### config.mk
export PLATFORM = sky130hd
export DESIGN_NAME = card_sync_ctrl
export DESIGN_NICKNAME = d
export VERILOG_FILES = /design/src/rtl/card_sync_ctrl.sv
export SDC_FILE = /design/constraint.sdc
export NUM_CORES = 1
export LEC_CHECK = 0
export ABC_AREA = 1
export BUFFER_PORTS_ARGS = -buffer_cell sky130_fd_sc_hd__buf_2
export CAP_MARGIN = 20
export CORE_ASPECT_RATIO = 1.25
export CORE_MARGIN = 2
export CORE_UTILIZATION = 60
export DETAILED_ROUTE_END_ITERATION = 12
export PLACE_DENSITY = 0.79
export SLEW_MARGIN = 20
export SYNTH_ARGS = -nofsm -noshare
export SYNTH_HDL_FRONTEND = slang
export SYNTH_SLANG_ARGS = --single-unit
### constraint.sdc
create_clock -name pclk -period 4.82 [get_ports pclk]
set_clock_uncertainty 0.15 [all_clocks]
set_input_delay 0.723 -clock pclk [delete_from_list [all_inputs] [get_ports pclk]]
set_output_delay 0.723 -clock pclk [all_outputs]
set_load 0.03 [all_outputs]
### src/rtl/card_sync_ctrl.sv
// Shadow register file for card state words; pushes dirty words to the draw blocks during vblank.
// Optional WAIT_DONE timeout with sticky sync_err is enabled by defining CARD_SYNC_TIMEOUT_EN.
module card_sync_ctrl #(
    parameter int N_CARDS = 16,
    parameter int IDX_W   = 4,
    parameter int TIMEOUT = 15
) (
    input  logic               pclk,
    input  logic               rst,
    input  logic               vblnk_in,
    input  logic               wr_en,
    input  logic [IDX_W-1:0]   wr_idx,
    input  logic [13:0]        wr_data,
    input  logic [IDX_W-1:0]   rd_idx,
    output logic [13:0]        rd_data,
    output logic [13:0]        regfile_out,
    output logic [N_CARDS-1:0] regfile_sync,
    input  logic [N_CARDS-1:0] regfile_sync_done,
    output logic               busy,
    output logic               pending,
    output logic               sync_err
);

    if (N_CARDS < 2 || N_CARDS > 64 || (1 << IDX_W) < N_CARDS || TIMEOUT < 1) begin : g_bad_cfg
        $error("card_sync_ctrl: illegal parameter combination");
    end

    typedef enum logic [1:0] {IDLE, SCAN, SYNC, WAIT_DONE} state_t;

    localparam logic [IDX_W:0]   N_LIM    = (IDX_W + 1)'(N_CARDS);
    localparam logic [IDX_W-1:0] LAST_IDX = IDX_W'(N_CARDS - 1);
    localparam logic [N_CARDS-1:0] ONE    = {{(N_CARDS - 1){1'b0}}, 1'b1};

    state_t             state_q, state_d;
    logic [IDX_W-1:0]   ptr_q, ptr_d;
    logic [13:0]        shadow_q [N_CARDS];
    logic [13:0]        shadow_d [N_CARDS];
    logic [N_CARDS-1:0] dirty_q, dirty_d;
    logic [13:0]        rd_data_q, rd_data_d;
    logic [13:0]        regfile_out_q, regfile_out_d;
    logic [N_CARDS-1:0] regfile_sync_q, regfile_sync_d;
    logic               pending_q, pending_d;
    logic               vblnk_q;
    logic               vb_rise;
    logic               wr_ok;
    logic               rd_ok;
    logic               done_now;
    logic               timeout_hit;

    assign vb_rise  = vblnk_in & ~vblnk_q;
    assign wr_ok    = wr_en && ({1'b0, wr_idx} < N_LIM);
    assign rd_ok    = {1'b0, rd_idx} < N_LIM;
    assign done_now = regfile_sync_done[ptr_q];

`ifdef CARD_SYNC_TIMEOUT_EN
    localparam int CNT_W = $clog2(TIMEOUT + 1);

    logic [CNT_W-1:0] cnt_q, cnt_d;
    logic             sync_err_q, sync_err_d;

    assign timeout_hit = (state_q == WAIT_DONE) && !done_now && (cnt_q == CNT_W'(TIMEOUT - 1));

    always_comb begin
        cnt_d      = (state_q == WAIT_DONE) ? cnt_q + 1'b1 : '0;
        sync_err_d = sync_err_q | timeout_hit;
    end

    always_ff @(posedge pclk) begin
        if (rst) begin
            cnt_q      <= '0;
            sync_err_q <= 1'b0;
        end else begin
            cnt_q      <= cnt_d;
            sync_err_q <= sync_err_d;
        end
    end

    assign sync_err = sync_err_q;
`else
    assign timeout_hit = 1'b0;
    assign sync_err    = 1'b0;
`endif

    always_comb begin
        state_d        = state_q;
        ptr_d          = ptr_q;
        shadow_d       = shadow_q;
        dirty_d        = dirty_q;
        regfile_out_d  = regfile_out_q;
        regfile_sync_d = '0;
        rd_data_d      = rd_ok ? shadow_q[rd_idx] : 14'h0;

        case (state_q)
            IDLE: begin
                if (vb_rise) begin
                    ptr_d   = '0;
                    state_d = SCAN;
                end
            end
            SCAN: begin
                // A closed window leaves remaining dirty bits for the next frame.
                if (!vblnk_in) begin
                    state_d = IDLE;
                end else if (dirty_q[ptr_q]) begin
                    state_d = SYNC;
                end else if (ptr_q == LAST_IDX) begin
                    state_d = IDLE;
                end else begin
                    ptr_d = ptr_q + 1'b1;
                end
            end
            SYNC: begin
                regfile_out_d    = shadow_q[ptr_q];
                regfile_sync_d   = ONE << ptr_q;
                dirty_d[ptr_q]   = 1'b0;
                state_d          = WAIT_DONE;
            end
            WAIT_DONE: begin
                if (done_now || timeout_hit) begin
                    if (timeout_hit) begin
                        dirty_d[ptr_q] = 1'b1;
                    end
                    if (ptr_q == LAST_IDX) begin
                        state_d = IDLE;
                    end else begin
                        ptr_d   = ptr_q + 1'b1;
                        state_d = SCAN;
                    end
                end
            end
            default: state_d = IDLE;
        endcase

        // Applied last so a same-cycle write re-marks a card the SYNC step just cleared.
        if (wr_ok) begin
            shadow_d[wr_idx] = wr_data;
            dirty_d[wr_idx]  = 1'b1;
        end

        pending_d = |dirty_d;
    end

    always_ff @(posedge pclk) begin
        if (rst) begin
            state_q        <= IDLE;
            ptr_q          <= '0;
            dirty_q        <= '0;
            rd_data_q      <= '0;
            regfile_out_q  <= '0;
            regfile_sync_q <= '0;
            pending_q      <= 1'b0;
            vblnk_q        <= 1'b0;
            for (int i = 0; i < N_CARDS; i++) begin
                shadow_q[i] <= '0;
            end
        end else begin
            state_q        <= state_d;
            ptr_q          <= ptr_d;
            dirty_q        <= dirty_d;
            rd_data_q      <= rd_data_d;
            regfile_out_q  <= regfile_out_d;
            regfile_sync_q <= regfile_sync_d;
            pending_q      <= pending_d;
            vblnk_q        <= vblnk_in;
            for (int i = 0; i < N_CARDS; i++) begin
                shadow_q[i] <= shadow_d[i];
            end
        end
    end

    assign rd_data      = rd_data_q;
    assign regfile_out  = regfile_out_q;
    assign regfile_sync = regfile_sync_q;
    assign busy         = (state_q != IDLE);
    assign pending      = pending_q;

endmodule

After elaboration in Yosys (flattened, before gate mapping):

Index checks and enable logic that the tools add are counted.

* add/subtract/negate cells: 1
* multiply operators: 0
* divide/modulo/power cells: 0
* magnitude comparators: 8
* equality and inequality tests: 9
* shift-type cells: 1
* mux-type cells: 32
* bitwise operators: 9
* reductions and logical operators: 10

Operators with widths (number)
* 224-bit bitwise mux: 1
* 14-bit binary-select mux with 4-bit select: 2
* 14-bit two-way mux: 5
* 14-bit demux with 4-bit select: 1
* 16-bit two-way mux: 2
* 4-bit two-way mux: 5
* 16-bit bitwise AND: 1
* 16-bit inverter: 1
* 16-bit bitwise OR: 1
* 16-bit OR reduction: 1
* 1-bit by 4-bit << shifter with 16-bit output (first input constant): 1
* 5-bit greater-or-equal comparator (second input constant): 3
* 4-bit inverter with 5-bit output: 3
* 4-bit case mux with 3 select lines: 1
* 4-bit by 5-bit < comparator with 1-bit output (second input constant): 2
* 2-bit two-way mux: 5
* 1-bit binary-select mux with 4-bit select: 2
* 1-bit demux with 4-bit select: 2
* 4-bit by 1-bit greater-or-equal comparator with 1-bit output (second input constant): 2
* 2-bit inequality test (second input constant): 4
* 2-bit case mux with 4 select lines: 1
* 5-bit by 1-bit < comparator with 1-bit output (second input constant): 1
* 1-bit two-way mux: 5
* 5-bit AND reduction: 1
* 13 further kinds: 17

* register bits: 292
* latch bits: 0
* RAM bits: 0
* bits in read-only memories: 0
* memories kept: 0

Depth between registers and ports, before layout:

* depth in word-level cells: 10
* depth in mapped cells: 14

Worst setup path after synthesis:

Ideal clock, no wire load.

* kind: reg-to-reg
* start point: register ptr_q[0]
* end point: register pending_q, in the netlist pending
* setup time: 0.125 ns
* arrival time: 1.884 ns
* data required time: 4.545 ns
* path slack: 2.661 ns
* cell stages (with the launch flop): 15
* path buffers: 4
* clock period less this slack: 2.159 ns
* path through: dfxtp_1 -> buf_6 -> inv_6 -> buf_6 -> buf_6 -> buf_2 -> ha_1 -> inv_1 -> nor2_2 -> nand2_1 -> a21oi_1 -> nand2_1 -> nor2_1 -> nor3b_1 -> a21oi_1

* word-level cells in the longest chain between the ends: 10
* elaborated cells on any way between the ends: 11
* those cells by class: 2 x order compare; 4 x mux; 3 x bitwise; 2 x reduce/logical

Ends and longest elaborated chain
* start, declared: RTL line 35 `logic [IDX_W-1:0] ptr_q, ptr_d;`
* start signal, assigned: RTL line 158 `ptr_q <= ptr_d;`
* 4-bit by 5-bit < comparator with 1-bit output / 4-bit by 1-bit greater-or-equal comparator with 1-bit output (equally long branches)
* 1-bit logical AND
* 1-bit two-way mux
* 1-bit demux with 4-bit select (*)
* 16-bit inverter (no source line) (*)
* 16-bit bitwise AND (no source line) (*)
* 16-bit two-way mux (*)
* 16-bit bitwise OR (no source line)
* 16-bit two-way mux (*): RTL line 135 `if (wr_ok) begin`
* 16-bit OR reduction (*): RTL line 140 `pending_d = |dirty_d;`
* end signal, assigned: RTL line 163 `pending_q <= pending_d;`
* end, declared: RTL line 42 `logic pending_q, pending_d;`

Mark *: on every way between the ends. The rest lies on a longest branch, timed or not.
A chain may end at the register's enable or synchronous reset.

Worst setup path after layout:

* start point: register ptr_q[1]
* end point: register pending_q, in the netlist pending

The elaborated chain is that of the path after synthesis.

==> results.yml <==
critical_path:
  crit_family: "buffers and inverters"
  critPathCaptureType: "flop"
  cp.buffers_inverters: 1
  setup.worst_path.start_class: "flop"
  setup.worst_path.class: "reg -> reg"
  cp.required_ps: 5080
  timing.critical_path.arrival_ps: 3300
  delay_of_the_slowest_cell_on_the_worst_path_ps: 780
  timing.rr.start: "ptr_q[1]$_SDFFE_PP0P_"
  master_of_the_slowest_instance_on_the_critical_path: "inv_2"
  worstPathMaxFanout: 46
  worst_setup_path_startpoint: "ptr_q[1]$_SDFFE_PP0P_"
  worstPathCellList: "inv_2 > ha_1 > nand2_1 > o21ai_0 > nand4_1 > nor2_1 > nor3b_1 > a21oi_1"
clock_tree:
  path_clk_slew_ps: 60
  max_h_tree_level: 1
  cts_root_buffer: "clkbuf_16"
  worstSkewPairLatency_ps: 570
  number_of_hold_repair_buffers_added_at_the_cts_stage: 0
  max-clock-path-buffers: 3
  post-cts-setup-buffers: 0
  clock_buffers_created_by_tritoncts: 30
  clkSinkCount: 292
  post_cts_resize_count: 0
  tritoncts: "built"
synth:
  most_area_consuming_cells_after_synthesis: "dfxtp_1 41%, o21ai_0 17%, a21oi_1 11%"
  ys_seq_elements: 292
  synth.top_cell.area_share: 0.406
  yosysSeqAreaShare: 0.406
  synth_cells: 2123
  syn_area_per_cell_um2: 6.79
  synth_edf_count: 0
  synth_async_sr_flop_share: 0
  dominantRegCellSynth: "dfxtp_1"
  synthesis.nets: 2172
  synth-warning-count: 0
  yosysUniqueCellTypes: 35
  syn-cell-area_um2: 14400
  synthDominantAreaCellType: "dfxtp_1"
routing:
  routed_wirelength_um: 48500
  drcViolationCount: 0
  num_vias: 15100
  antenna_left: 0
  vias_per_cell: 6.28
  drt_pre_antenna_iters: 6
  detail_route.wl_per_cell_um: 20.2
  drt_iter0_markers: 1999
min_path:
  worst_hold_path_type: "in -> reg"
  hold_path_startpoint: "vblnk_in"
sta:
  finalSetupTns_ps: 0
  final_hold_violating_endpoints: 0
  timing.max_slew.rel_slack: 0.248
  grt_setup_unrepaired: "false"
  timing.fmax_ghz: 0.329
  fin_crit_ps: 3040
  post-route-worst-setup-slack_ps: 1780
  final_max_slew_violation_count: 0
  slew_at_the_pin_with_the_worst_max_slew_slack_ps: 1130
  fin_crit_sh: 0.631
  setup_viol: 0
grt:
  global_route.overflow_total: 0
  grt_max_degree: 202
  grt_antenna_before_repair: 0
  grtUsageTotal: 0.372
  grt_pass1_wl_um: 74400
  grt_pass1_vias: 13700
die:
  ios: 89
  die_area_um2: 25300
  floorplan.die.width_um: 143
  number_of_rows_in_the_core_area: 63
  initial_core_util: 0.609
  die_height_um: 177
  floorplan.core_area_um2: 23600
final_layout:
  antenna-diode-count: 0
  layout_common_cells: "495 x o21ai_0, 319 x nor2_1, 310 x a21oi_1"
  area.growth.synth_to_final_pct: 8.68
  nets: 2132
  leading_cell_type_in_the_layout_fill_and_taps_excluded: "o21ai_0"
  post_route_cells_drive_above_1_share: 0.0883
place:
  routabilityCongestion: 0.941
  pre_cts_slack_ps: 1720
  io_buffer_count: 87
  post-dp-hpwl_um: 28900
flow_run:
  maxCapViolations: 0
power_and_ir_drop:
  vdd.ir_drop.worst_mv: 0.349
  static-leakage-power_uw: 0.00625
  power_per_cell_area_nw_per_um2: 383
status:
  run_status: "finished clean"
## through the flow
step,instances,utilization,power (µW),hold slack [ps],area (µm²)
final,2399,0.662,5990,301,15700
after global routing,2399,0.662,6170,304,15700
after CTS,2398,0.661,5950,300,15600
after detailed placement,2342,0.616,3510,297,14600
after global placement,2342,0.616,3500,294,14600
after floorplan,2123,-,3260,280,14400
## cells by family (layout without fill, tap and decap cells)
| kind of cell | Yosys count | after routing | synth area share |
|---|---|---|---|
| AOI/OAI and AO/OA | 872 | 872 | 0.314 |
| adders and majority gates | 7 | 7 | 0.00608 |
| buffers and inverters | 368 | 352 | 0.106 |
| DFF | 292 | 292 | 0.406 |
| other | 1 | 1 | 0.000260 |
| and+or+nand+nor | 583 | 583 | 0.168 |
## sequential cells by signal, summed over array words and instances, names as in the netlist, 4 cells and up, named ones only
name	flops
dirty_q	16
regfile_sync	16
regfile_out	14
ptr_q	4
rd_data	14
shadow_q	224
## synth_stat cells, types with 11 or more instances
cell type	number
nor3_1	11
a41oi_1	11
buf_2	34
dfxtp_1	292
inv_1	180
nand3_1	88
nor2_1	319
a21oi_1	310
o21ai_0	495
nand2_1	142
o211ai_1	44
clkbuf_1	125
## worst register-to-register path, stage by stage (launching register included)
cell,delay (ps)
dfxtp_4,520
inv_2,810
ha_1,360
nand2_1,160
o21ai_0,310
nand4_1,150
nor2_1,140
nor3b_1,200
a21oi_1,90
## report_power, final
group          switching [µW]  internal [µW]  leakage, µW
Clock                    1010           1480     0.000526
Sequential                102           2480      0.00237
Combinational             662            259      0.00336
Total                    1780           4220      0.00625
## worst paths after layout
| path | endpoint | slack, ps | depth (start not counted) |
|---|---|---|---|
| setup / recovery | pending$_SDFF_PP0_ | 1780 | 8 |
| hold / removal | vblnk_q$_SDFF_PP0_ | 300 | 3 |
| setup reg to reg | pending$_SDFF_PP0_ | 1780 | 8 |
| hold reg to reg | shadow_q[50]$_SDFFE_PP0P_ | 310 | 2 |
## cell type report
class	instances	area (µm²)
fillers	2045	7990
flip-flops and latches	292	5850
multi-input cells	1463	7040
repair buffers	105	608
inverters	191	724
well taps	292	365
clock buffers	45	918
clock inverters	11	148
## routing by layer
metal | vias up | GRT usage | part of all wire
met1 | 6793 | 0.477 | 0.37
met2 | 1021 | 0.588 | 0.45
met4 | 0 | 0.209 | 0.057
met5 | - | 0 | 0
li1 | 7044 | - | -
met3 | 203 | 0.0733 | 0.12
Power figures use the tool's default switching activity.
